==> config.mk <==
export PLATFORM = sky130hd
export DESIGN_NAME = spgd_update
export DESIGN_NICKNAME = d
export VERILOG_FILES = /design/src/rtl/spgd_update.sv
export SDC_FILE = /design/constraint.sdc
export NUM_CORES = 2
export LEC_CHECK = 0
export CORE_MARGIN = 2
export CORE_UTILIZATION = 40
export CTS_CLUSTER_DIAMETER = 40
export DETAILED_ROUTE_END_ITERATION = 6
export PLACE_DENSITY = 0.59
export SETUP_SLACK_MARGIN = 0.5
export SLEW_MARGIN = 5
export SYNTH_ARGS = -nofsm -noshare
export SYNTH_HDL_FRONTEND = slang
export SYNTH_SLANG_ARGS = --single-unit
==> constraint.sdc <==
create_clock -name clk -period 11 [get_ports clk]
set_clock_uncertainty 0.2 [all_clocks]
set_input_delay 3.3 -clock clk [delete_from_list [all_inputs] [get_ports clk]]
set_output_delay 3.3 -clock clk [all_outputs]
set_load 0.005 [all_outputs]
==> src/rtl/spgd_update.sv <==
// Two-sided SPGD iteration engine: applies u+delta, then u-delta, captures the metric
// for each phase after a settle window, and steps u along the measured gradient.
module spgd_update #(
    parameter int OUT_WIDTH     = 14,
    parameter int CTRL_WIDTH    = 16,
    parameter int METRIC_WIDTH  = 16,
    parameter int GAIN_SHIFT    = 8,
    parameter int SETTLE_CYCLES = 4
) (
    input  logic                         clk,
    input  logic                         rst,
    input  logic                         start,
    input  logic signed [OUT_WIDTH-1:0]  delta_0,
    input  logic signed [OUT_WIDTH-1:0]  delta_1,
    input  logic [METRIC_WIDTH-1:0]      metric,
    input  logic                         metric_valid,
    output logic signed [CTRL_WIDTH-1:0] ctrl_0,
    output logic signed [CTRL_WIDTH-1:0] ctrl_1,
    output logic                         busy,
    output logic                         done,
    output logic [15:0]                  iter_count
);

    localparam int CNT_W  = $clog2(SETTLE_CYCLES + 1);
    localparam int DJ_W   = METRIC_WIDTH + 1;
    localparam int P_W    = METRIC_WIDTH + 1 + OUT_WIDTH;
    localparam int WIDE_W = P_W + CTRL_WIDTH + 1;

    localparam logic signed [WIDE_W-1:0] SAT_MAX =
        {{(WIDE_W-CTRL_WIDTH+1){1'b0}}, {(CTRL_WIDTH-1){1'b1}}};
    localparam logic signed [WIDE_W-1:0] SAT_MIN =
        {{(WIDE_W-CTRL_WIDTH+1){1'b1}}, {(CTRL_WIDTH-1){1'b0}}};

    typedef enum logic [2:0] {IDLE, PLUS, WAIT_P, MINUS, WAIT_M, UPDATE} state_t;

    state_t state, state_nxt;

    logic signed [CTRL_WIDTH-1:0] u_0, u_1;
    logic signed [OUT_WIDTH-1:0]  d_0, d_1;
    logic [METRIC_WIDTH-1:0]      j_plus, j_minus;
    logic [CNT_W-1:0]             settle_cnt;
    logic                         metric_take;

    logic signed [DJ_W-1:0]       dj;
    logic signed [P_W-1:0]        p_0, p_1, g_0, g_1;
    logic signed [CTRL_WIDTH-1:0] plus_0, plus_1, minus_0, minus_1, u_new_0, u_new_1;

    // Inputs are widened far enough that no sum can wrap before clamping.
    function automatic logic signed [CTRL_WIDTH-1:0] sat(input logic signed [WIDE_W-1:0] x);
        if (x > SAT_MAX)
            return SAT_MAX[CTRL_WIDTH-1:0];
        else if (x < SAT_MIN)
            return SAT_MIN[CTRL_WIDTH-1:0];
        else
            return x[CTRL_WIDTH-1:0];
    endfunction

    assign metric_take = metric_valid && (settle_cnt == '0);
    assign busy        = (state != IDLE);

    always_comb begin
        dj      = {1'b0, j_plus} - {1'b0, j_minus};
        p_0     = P_W'(dj) * P_W'(d_0);
        p_1     = P_W'(dj) * P_W'(d_1);
        g_0     = p_0 >>> GAIN_SHIFT;
        g_1     = p_1 >>> GAIN_SHIFT;
        u_new_0 = sat(WIDE_W'(u_0) + WIDE_W'(g_0));
        u_new_1 = sat(WIDE_W'(u_1) + WIDE_W'(g_1));
        plus_0  = sat(WIDE_W'(u_0) + WIDE_W'(delta_0));
        plus_1  = sat(WIDE_W'(u_1) + WIDE_W'(delta_1));
        minus_0 = sat(WIDE_W'(u_0) - WIDE_W'(d_0));
        minus_1 = sat(WIDE_W'(u_1) - WIDE_W'(d_1));
    end

    always_ff @(posedge clk) begin
        if (rst)
            state <= IDLE;
        else
            state <= state_nxt;
    end

    always_comb begin
        state_nxt = state;
        case (state)
            IDLE:    if (start) state_nxt = PLUS;
            PLUS:    state_nxt = WAIT_P;
            WAIT_P:  if (metric_take) state_nxt = MINUS;
            MINUS:   state_nxt = WAIT_M;
            WAIT_M:  if (metric_take) state_nxt = UPDATE;
            UPDATE:  state_nxt = IDLE;
            default: state_nxt = IDLE;
        endcase
    end

    // The settle counter is reloaded on the edge that changes ctrl, so it reaches
    // zero exactly SETTLE_CYCLES cycles after the new control word appears.
    always_ff @(posedge clk) begin
        if (rst) begin
            u_0        <= '0;
            u_1        <= '0;
            ctrl_0     <= '0;
            ctrl_1     <= '0;
            d_0        <= '0;
            d_1        <= '0;
            j_plus     <= '0;
            j_minus    <= '0;
            settle_cnt <= '0;
            done       <= 1'b0;
            iter_count <= '0;
        end else begin
            done <= 1'b0;
            if (settle_cnt != '0)
                settle_cnt <= settle_cnt - 1'b1;
            case (state)
                IDLE: begin
                    if (start) begin
                        d_0        <= delta_0;
                        d_1        <= delta_1;
                        ctrl_0     <= plus_0;
                        ctrl_1     <= plus_1;
                        settle_cnt <= CNT_W'(SETTLE_CYCLES);
                    end
                end
                WAIT_P: begin
                    if (metric_take) begin
                        j_plus     <= metric;
                        ctrl_0     <= minus_0;
                        ctrl_1     <= minus_1;
                        settle_cnt <= CNT_W'(SETTLE_CYCLES);
                    end
                end
                WAIT_M: begin
                    if (metric_take)
                        j_minus <= metric;
                end
                UPDATE: begin
                    u_0        <= u_new_0;
                    u_1        <= u_new_1;
                    ctrl_0     <= u_new_0;
                    ctrl_1     <= u_new_1;
                    done       <= 1'b1;
                    iter_count <= iter_count + 16'd1;
                end
                default: ;
            endcase
        end
    end

endmodule

==> impl_metrics.py <==
metrics = {
    "status": {
        "outcome": "finished clean",
    },
    "global_routing": {
        "antenna_found_initial": 1,
        "grt_pass1_vias": 25484,
        "grt_usage_pct": 23.0,
        "grt_max_degree": 95,
        "grt_remaining_overflow": 0,
        "grt_pass1_wl_mm": 137,
    },
    "min_path": {
        "worstHoldPathCells": 2,
        "min_to": "j_minus[9]",
        "hp-class": "flop to flop",
        "min_from": "j_minus[9]",
    },
    "setup_path": {
        "crit_fanout": 8,
        "worstPathArrival_ps": 10590,
        "slowest_stage": "fa_1",
        "r2r_start": "j_plus[0]",
        "worst-setup-path-type": "flop to flop",
        "crit_path_end_kind": "flop",
        "slowest_delay_ps": 550,
        "cp-start-kind": "flop",
        "crit_path_frequent_cell": "fa_1",
        "r2r_setup_slack_ps": 510,
        "r2r_cells": 47,
        "critPathRequiredTime_ps": 11100,
        "rr_endpoint": "ctrl_1[12]",
    },
    "synthesis": {
        "synth_cells": 3580,
        "synthFlopType": "dfxtp_1",
        "synth_edf_count": 0,
        "syn_nets": 4368,
        "syn_avg_cell_area_um2": 8.26,
        "synth_async_sr_flop_share_pct": 0,
        "synth-seq-cells": 147,
        "ys_seq_area_share_pct": 9.96,
        "ys_warn_count": 0,
        "synth_area_um2": 29600,
        "synthTopCellsByArea": "fa_1 32%, ha_1 12%, dfxtp_1 10%",
        "synth_top_area_share_pct": 31.6,
        "synth_area_leader_cell": "fa_1",
        "synthDistinctLibCells": 85,
    },
    "place": {
        "placed_area_um2": 32600,
        "post-place-ws_ps": -185,
        "dp_hpwl_mm": 70.4,
        "gp_congestion": 0.905,
        "place_inst": 4661,
        "io_buffers": 97,
    },
    "run": {
        "max_cap_viol_count": 0,
    },
    "final_layout": {
        "final_cell_mix": "629 x inv_1, 454 x fa_1, 434 x nand2_1",
        "fin_nets": 4569,
        "drive_above_1_share_pct": 13.3,
        "fin_util_pct": 48.2,
        "final_common_cell": "inv_1",
        "fin_cells": 4753,
        "diodes": 0,
        "final_area_um2": 35200,
        "area_delta_synth_final_pct": 19.1,
    },
    "clock_tree": {
        "clk_latency_ps": 460,
        "cts_tree": "done",
        "cts.path.max_buffers": 2,
        "path_clk_slew_ps": 80,
        "cts-buffers-inserted": 17,
        "cts-root-buf": "clkbuf_16",
        "clock_sinks": 147,
        "cts-htree-levels": 4,
    },
    "drt": {
        "ant_nets": 0,
        "vias": 24895,
        "detail_route.first_pass.iterations": 5,
        "dr.first_iter.drc_count": 1430,
        "routedWlPerCell_um": 18.3,
        "wirelength_mm": 86.9,
        "drc": 0,
        "vias_per_cell": 5.24,
    },
    "sta": {
        "max_freq_mhz": 95.3,
        "final.period_utilization_pct": 95.4,
        "worstMarginPinSlew_ps": 1270,
        "slew_headroom_pct": 15.2,
        "drv_slew": 0,
        "min_period_ps": 10490,
        "setup_viol": 0,
        "hold_violations": 0,
        "worst_slack_ps": 508,
        "rsz0062_at_grt": "yes",
        "whs_ps": 258,
    },
    "floorplanning": {
        "start_util_pct": 40.4,
        "die_area_um2": 76100,
        "pin_count": 98,
        "core_area_um2": 73100,
        "die_y_um": 276,
        "placementRows": 99,
        "die_w_um": 276,
    },
    "pwr": {
        "p_leak_nw": 16.5,
        "peakVddDrop_uv": 450,
        "pwr_density_cell_nw_per_um2": 251,
    },
}
[power by group]
part	total, mW	switching [mW]	leakage, nW	internal, mW
clock network	0.628	0.315	0.302	0.313
registers	0.678	0.0967	1.20	0.581
logic	7.54	4.16	15.0	3.38
total	8.84	4.57	16.5	4.28
[logic make-up after synthesis]
group                      Yosys count  synth area share (%)
and+or+nand+nor                   1126                  18.1
DFF                                147                  9.96
muxes                                5                 0.174
buffers and inverters              787                  10.1
xor gates and xnor gates           157                  4.65
adders and majority gates          740                  43.2
AOI/OAI and AO/OA                  618                  13.9
[worst max-delay path by stage]
| stage | start | endpoint | slack [ps] |
|---|---|---|---|
| floorplan | j_plus[0] | ctrl_1[6] | 610 |
| CTS | j_plus[0] | ctrl_1[12] | 460 |
| detailed placement | j_plus[0] | ctrl_1[2] | -190 |
| global placement | j_plus[0] | u_0[1] | -130 |
| global route | j_plus[0] | ctrl_1[12] | 100 |
| finish | j_plus[0] | ctrl_1[12] | 510 |
[flip-flops by register name, summed over array words and instances (netlist names)]
register / flops
settle_cnt: 3
j_plus: 16
done: 1
u_1: 16
u_0: 16
d_1: 14
d_0: 14
iter_count: 16
j_minus: 16
ctrl_0: 16
state: 3
ctrl_1: 16
[layer usage]
layer,global-route usage [%],vias up,part of all wire [%],wire (um)
met1,31.0,12326,45,39200
met2,38.5,559,48,41700
met5,0,-,0,0
met4,6.11,0,2.5,2190
met3,3.29,121,4.3,3770
li1,-,11889,-,-
[stage by stage]
step / total power, mW / setup TNS (ps)
after floorplan: 4.56 / 0
after global routing: 9.60 / 0
after CTS: 7.95 / 0
after global placement: 6.77 / -2840
after detailed placement: 6.80 / -5610
final: 8.84 / 0
[synth_stat cells, types with 6 or more instances]
cell type  instances
inv_1            643
fa_1             467
nand2_1          439
ha_1             273
nor2_1           221
and2_1           202
a21oi_1          193
dfxtp_1          147
clkbuf_1         125
xnor2_1          111
o21ai_0           84
a211oi_1          49
nand2b_1          46
xor2_1            46
nor3_1            44
nand3_1           43
a21o_1            42
o21a_1            35
nor2b_1           29
a31oi_1           28
and3_1            24
o21bai_1          23
nand4_1           16
nor4_1            13
o211ai_1          13
o31ai_1           13
a22oi_1           12
buf_2             12
a21boi_0          10
a311oi_1          10
or3_1             10
a221oi_1           9
and4_1             9
or2_2              9
a211o_1            8
o21ai_1            8
o22ai_1            7
a2111oi_0          6
buf_1              6
[layout make-up]
| cell class | count | area, um^2 |
|---|---|---|
| clock buffers | 17 | 425 |
| clock inverters | 15 | 204 |
| fillers | 7120 | 37900 |
| inverters | 643 | 2410 |
| multi-input cells | 2647 | 25100 |
| flip-flops and latches | 147 | 2950 |
| well taps | 959 | 1200 |
| repair buffers | 325 | 2960 |
[repair_timing]
| action | 4_1_cts | 5_1_grt |
|---|---|---|
| hold buffers | 0 | 0 |
| endpoints found under the hold margin | 0 | 0 |
| pin swaps | 120 | 116 |
| cloned | 1 | 4 |
| endpoints found under the setup margin | 63 | 64 |
| buffers inserted | 28 | 27 |
| resized for setup | 137 | 161 |
[critical path, delay by kind of cell (launching register included)]
family,cells,cell delay (ps)
flip-flops,1,340
buffers and inverters,13,1440
XOR/XNOR,3,330
adder cells (fa/ha/maj),10,4070
AND/OR/NAND/NOR,9,2040
AO/OA/AOI/OAI,12,1900
(Power assumes the default switching activity.)
